File: config.mk
export PLATFORM = sky130hd
export DESIGN_NAME = fetch_unit
export DESIGN_NICKNAME = d
export VERILOG_FILES = /design/src/rtl/fetch_unit.sv
export SDC_FILE = /design/constraint.sdc
export NUM_CORES = 1
export LEC_CHECK = 0
export ABC_AREA = 1
export ABC_CLOCK_PERIOD_IN_PS = 3600
export CORE_ASPECT_RATIO = 1.5
export CORE_MARGIN = 2
export CORE_UTILIZATION = 50
export DETAILED_ROUTE_END_ITERATION = 6
export GPL_ROUTABILITY_DRIVEN = 0
export PLACE_DENSITY = 0.86
export SYNTH_ARGS = -nofsm -noshare
export SYNTH_HDL_FRONTEND = slang
export SYNTH_SLANG_ARGS = --single-unit
export TNS_END_PERCENT = 1
File: constraint.sdc
create_clock -name clk -period 3.6 [get_ports clk]
set_input_delay 0.72 -clock clk [delete_from_list [all_inputs] [get_ports clk]]
set_output_delay 0.72 -clock clk [all_outputs]
set_load 0.02 [all_outputs]
File: src/rtl/fetch_unit.sv
// Instruction-fetch stage: owns the PC, issues one-outstanding imem requests and
// presents fetched words to decode through a valid/ready output register.
module fetch_unit #(
  parameter int unsigned           ARCH_WIDTH = 32,
  parameter logic [ARCH_WIDTH-1:0] RESET_PC   = '0
) (
  input  logic                  clk,
  input  logic                  rst,
  input  logic [ARCH_WIDTH-1:0] next_pc_i,
  input  logic                  redirect_i,
  output logic [ARCH_WIDTH-1:0] pc_plus4_o,
  output logic                  imem_req_o,
  output logic [ARCH_WIDTH-1:0] imem_addr_o,
  input  logic                  imem_gnt_i,
  input  logic                  imem_rvalid_i,
  input  logic [ARCH_WIDTH-1:0] imem_rdata_i,
  output logic                  if_valid_o,
  output logic [ARCH_WIDTH-1:0] if_pc_o,
  output logic [ARCH_WIDTH-1:0] if_instr_o,
  input  logic                  id_ready_i
);

  typedef enum logic [1:0] {StReq, StWait, StDrop} state_e;

  state_e                state_q;
  logic [ARCH_WIDTH-1:0] pc_q;
  logic [ARCH_WIDTH-1:0] fetch_addr_q;
  logic                  can_issue;

  assign pc_plus4_o  = pc_q + ARCH_WIDTH'(4);
  assign imem_addr_o = pc_q;
  // Only one request in flight, so the response always lands in an empty register.
  assign can_issue   = !if_valid_o || id_ready_i;

  always_comb begin
    imem_req_o = 1'b0;
    if (!rst && state_q == StReq) begin
      imem_req_o = can_issue && !redirect_i;
    end
  end

  always_ff @(posedge clk) begin
    if (rst) begin
      state_q      <= StReq;
      pc_q         <= RESET_PC;
      fetch_addr_q <= '0;
      if_valid_o   <= 1'b0;
      if_pc_o      <= '0;
      if_instr_o   <= '0;
    end else begin
      if (if_valid_o && id_ready_i) begin
        if_valid_o <= 1'b0;
      end
      // Redirect flushes the presented word and retargets the PC in every state.
      if (redirect_i) begin
        pc_q       <= next_pc_i;
        if_valid_o <= 1'b0;
      end
      unique case (state_q)
        StReq: begin
          if (imem_req_o && imem_gnt_i) begin
            pc_q         <= next_pc_i;
            fetch_addr_q <= pc_q;
            state_q      <= StWait;
          end
        end
        StWait: begin
          if (imem_rvalid_i) begin
            if (!redirect_i) begin
              if_valid_o <= 1'b1;
              if_pc_o    <= fetch_addr_q;
              if_instr_o <= imem_rdata_i;
            end
            state_q <= StReq;
          end else if (redirect_i) begin
            state_q <= StDrop;
          end
        end
        StDrop: begin
          if (imem_rvalid_i) begin
            state_q <= StReq;
          end
        end
        default: state_q <= StReq;
      endcase
    end
  end

endmodule

==> results of run 1 <==
-- sequential cells by signal, summed over array words and instances (netlist names) --
register      cells
fetch_addr_q     32
if_instr_o       32
if_pc_o          32
imem_addr_o      32
state_q           2
if_valid_o        1
-- cell usage in the layout (no fill, tap or decap) --
cell type | netlist | routed
nor2_1 | 240 | 239
nand2_1 | 219 | 219
clkdlybuf4s50_1 | 0 | 198
dfxtp_1 | 131 | 131
o21ai_0 | 70 | 70
nand3_1 | 50 | 50
inv_1 | 45 | 44
a21oi_1 | 34 | 34
o21ai_1 | 25 | 25
clkbuf_16 | 0 | 17
xor2_1 | 15 | 15
buf_4 | 8 | 10
bufinv_16 | 0 | 5
clkinv_4 | 0 | 4
nor2_4 | 3 | 3
inv_2 | 2 | 3
inv_6 | 0 | 3
nor2_2 | 1 | 2
nand4_1 | 2 | 2
nand3_2 | 2 | 2
clkinv_2 | 0 | 2
buf_12 | 0 | 2
nor2_8 | 1 | 1
a21boi_0 | 1 | 1
ha_1 | 1 | 1
clkinvlp_4 | 0 | 1
buf_2 | 18 | 1
-- stage by stage --
| step | hold slack [ps] | instance area [sq um] |
|---|---|---|
| global route | 499 | 8610 |
| floorplan | 449 | 5990 |
| detailed placement | 464 | 7960 |
| finish | 477 | 8610 |
| CTS | 480 | 8610 |
| global placement | 455 | 7960 |
-- final timing paths --
path,to,slack (ps),cells after the start,from
min,fetch_addr_q[0],480,2,fetch_addr_q[0]
min reg2reg,fetch_addr_q[0],480,2,fetch_addr_q[0]
max reg2reg,fetch_addr_q[23],1970,7,state_q[1]
max,pc_plus4_o[12],180,7,imem_addr_o[2]
-- per-layer routing --
| layer | vias to the layer above | global-route usage | part of all wire |
|---|---|---|---|
| met4 | 0 | 0.159 | 0.046 |
| met1 | 2787 | 0.296 | 0.38 |
| met2 | 317 | 0.463 | 0.49 |
| met5 | - | 0 | 0 |
| met3 | 69 | 0.0550 | 0.079 |
| li1 | 3160 | - | - |
-- report_power, final --
part           switching (W)  internal, W
Sequential         0.0000492      0.00150
Clock               0.000675      0.00124
Combinational       0.000290     0.000244
-- tightest hold or removal path: cells and delay by family (launching register included) --
family / cells / cell delay [ps]
flip-flops: 1 / 320
AND/OR/NAND/NOR: 2 / 120
-- kinds of logic (layout without fill, tap and decap cells) --
family                   Yosys count  in the layout
AO/OA/AOI/OAI                    130            130
XOR/XNOR                          15             15
AND/OR/NAND/NOR                  518            518
buffers and inverters             99            290
adder cells (fa/ha/maj)            1              1
flip-flops                       131            131
-- cell type report --
cell class,instances,area [sq um]
fill,959,3220
multi-input combinational,664,2870
sequential,131,2620
timing repair buffer,211,2100
clock buffer,17,425
clock inverter,15,229
tap,153,191
inverter,47,176
==> impl_metrics.ini, run 1 <==
[timing]
finalSetupTns_ps = 0
hold_viol_final = 0
period_share = 0.950
worst_slack_ps = 179
fin_skew_ps = 7.75
rsz0062_at_grt = false
finalMaxSlewViolations = 0
period_needed_ps = 3420
worst_pin_slew_ps = 622
fmax_mhz = 292
finalSetupViolCount = 0
relSlewSlack = 0.585

[drt]
drt-initial-drc-count = 428
viasPerCell = 5.12
vias = 6333
drc = 0
wl_per_cell_microns = 14.4
drt-total-wl_mm = 17.8
drtAntennaViolNets = 0
first_pass_iters = 6

[finish]
post-route-util = 0.728
stdcell_count = 1238
finalNetCount = 1143
drive_gt1_frac = 0.0516
area.growth.synth_to_final_pct = 43.7
insertedDiodeCount = 0

[yosys]
yosys_warnings = 0
syn_avg_cell_area_sq_um = 6.70
synth_compound_area_frac = 0.109
synthTopCellsByCount = nor2_1 (240), nand2_1 (219), dfxtp_1 (131)
async_flop_share = 0
ys_seq_elements = 131
syn-num-nets = 965
synth_area_leaders = dfxtp_1 (44%), nor2_1 (15%), nand2_1 (14%)
synth_mux_area_frac = 0
synth_xor_area_frac = 0.0219
ys_dominant_reg_cell = dfxtp_1
synth_fa_ha_area_frac = 0.00209
synth_top_family_by_area = simple AND/OR/NAND/NOR gates
yosysTopAreaCell = dfxtp_1
synth_top_area_frac = 0.438
yosysMostFrequentCell = nor2_1
syn_area_sq_um = 5990
synthCells = 894
synth_edf_count = 0
synthSimpleGateAreaFrac = 0.345
synth_cell_types = 21
yosysSeqAreaShare = 0.438

[critical_path]
crit_path_max_fanout = 4
crit_path_max_incr_delay_ps = 650
cp.required_ps = 2880
path_buf_inv = 2
critPathTopFamily = buffers and inverters
timing_worst_setup_path_type = reg -> out
cpMaxStageDelayCell = clkdlybuf4s50_1
arrival_ps = 2700
start_kind = flop
cp-end-kind = output pin
path_cells = ha_1 > nand3_1 > inv_1 > nand2_1 > nor2_2 > xor2_1 > clkdlybuf4s50_1

[placed_design]
place_ws_ps = 574
port_buffers = 199
dp.cells = 1206
dp_hpwl_mm = 12.5

[power]
peakVddDrop_uv = 350
power_w = 0.00400
leakage_nw = 3.34
powerDensity_nw_per_um2 = 464

[clock_network]
postCtsResizedCells = 0
cts_buffers = 17
htreeDepth = 4
root_buffer = clkbuf_16
clk-insertion-delay-late_ps = 410
clock_sinks = 131
cts_buffer_depth = 2
cts_tree = built
hold_buffers = 0
clk_pin_slew_ps = 60
postCtsSetupBuffers = 0

[grt]
grt_max_degree = 67
grt_remaining_overflow = 0
grt_pass1_wl_mm = 27.6
grtUsageTotal = 0.268
antenna_found_initial = 0
grt_pass1_vias = 5875

[run]
maxCapViolCount = 0

[floorplanning]
dieWidth_microns = 93.4
num_io_pins = 200
rows = 49
dieArea_sq_um = 12900
die-height_microns = 138
start_util = 0.506
core-area_sq_um = 11800

[min_path]
hold_path_class = reg -> reg

[status]
status = finished clean
No activity file was read; power rests on OpenSTA's default activity.
==> run 2, diff against run 1 <==
--- a/config.mk
+++ b/config.mk
@@ -12,6 +12,7 @@
 export CORE_UTILIZATION = 50
 export DETAILED_ROUTE_END_ITERATION = 6
 export GPL_ROUTABILITY_DRIVEN = 0
+export HOLD_SLACK_MARGIN = 0.15
 export PLACE_DENSITY = 0.86
 export SYNTH_ARGS = -nofsm -noshare
 export SYNTH_HDL_FRONTEND = slang
==> results of run 2 <==
No change in the layout: final DEF, timing and power equal those of run 1.
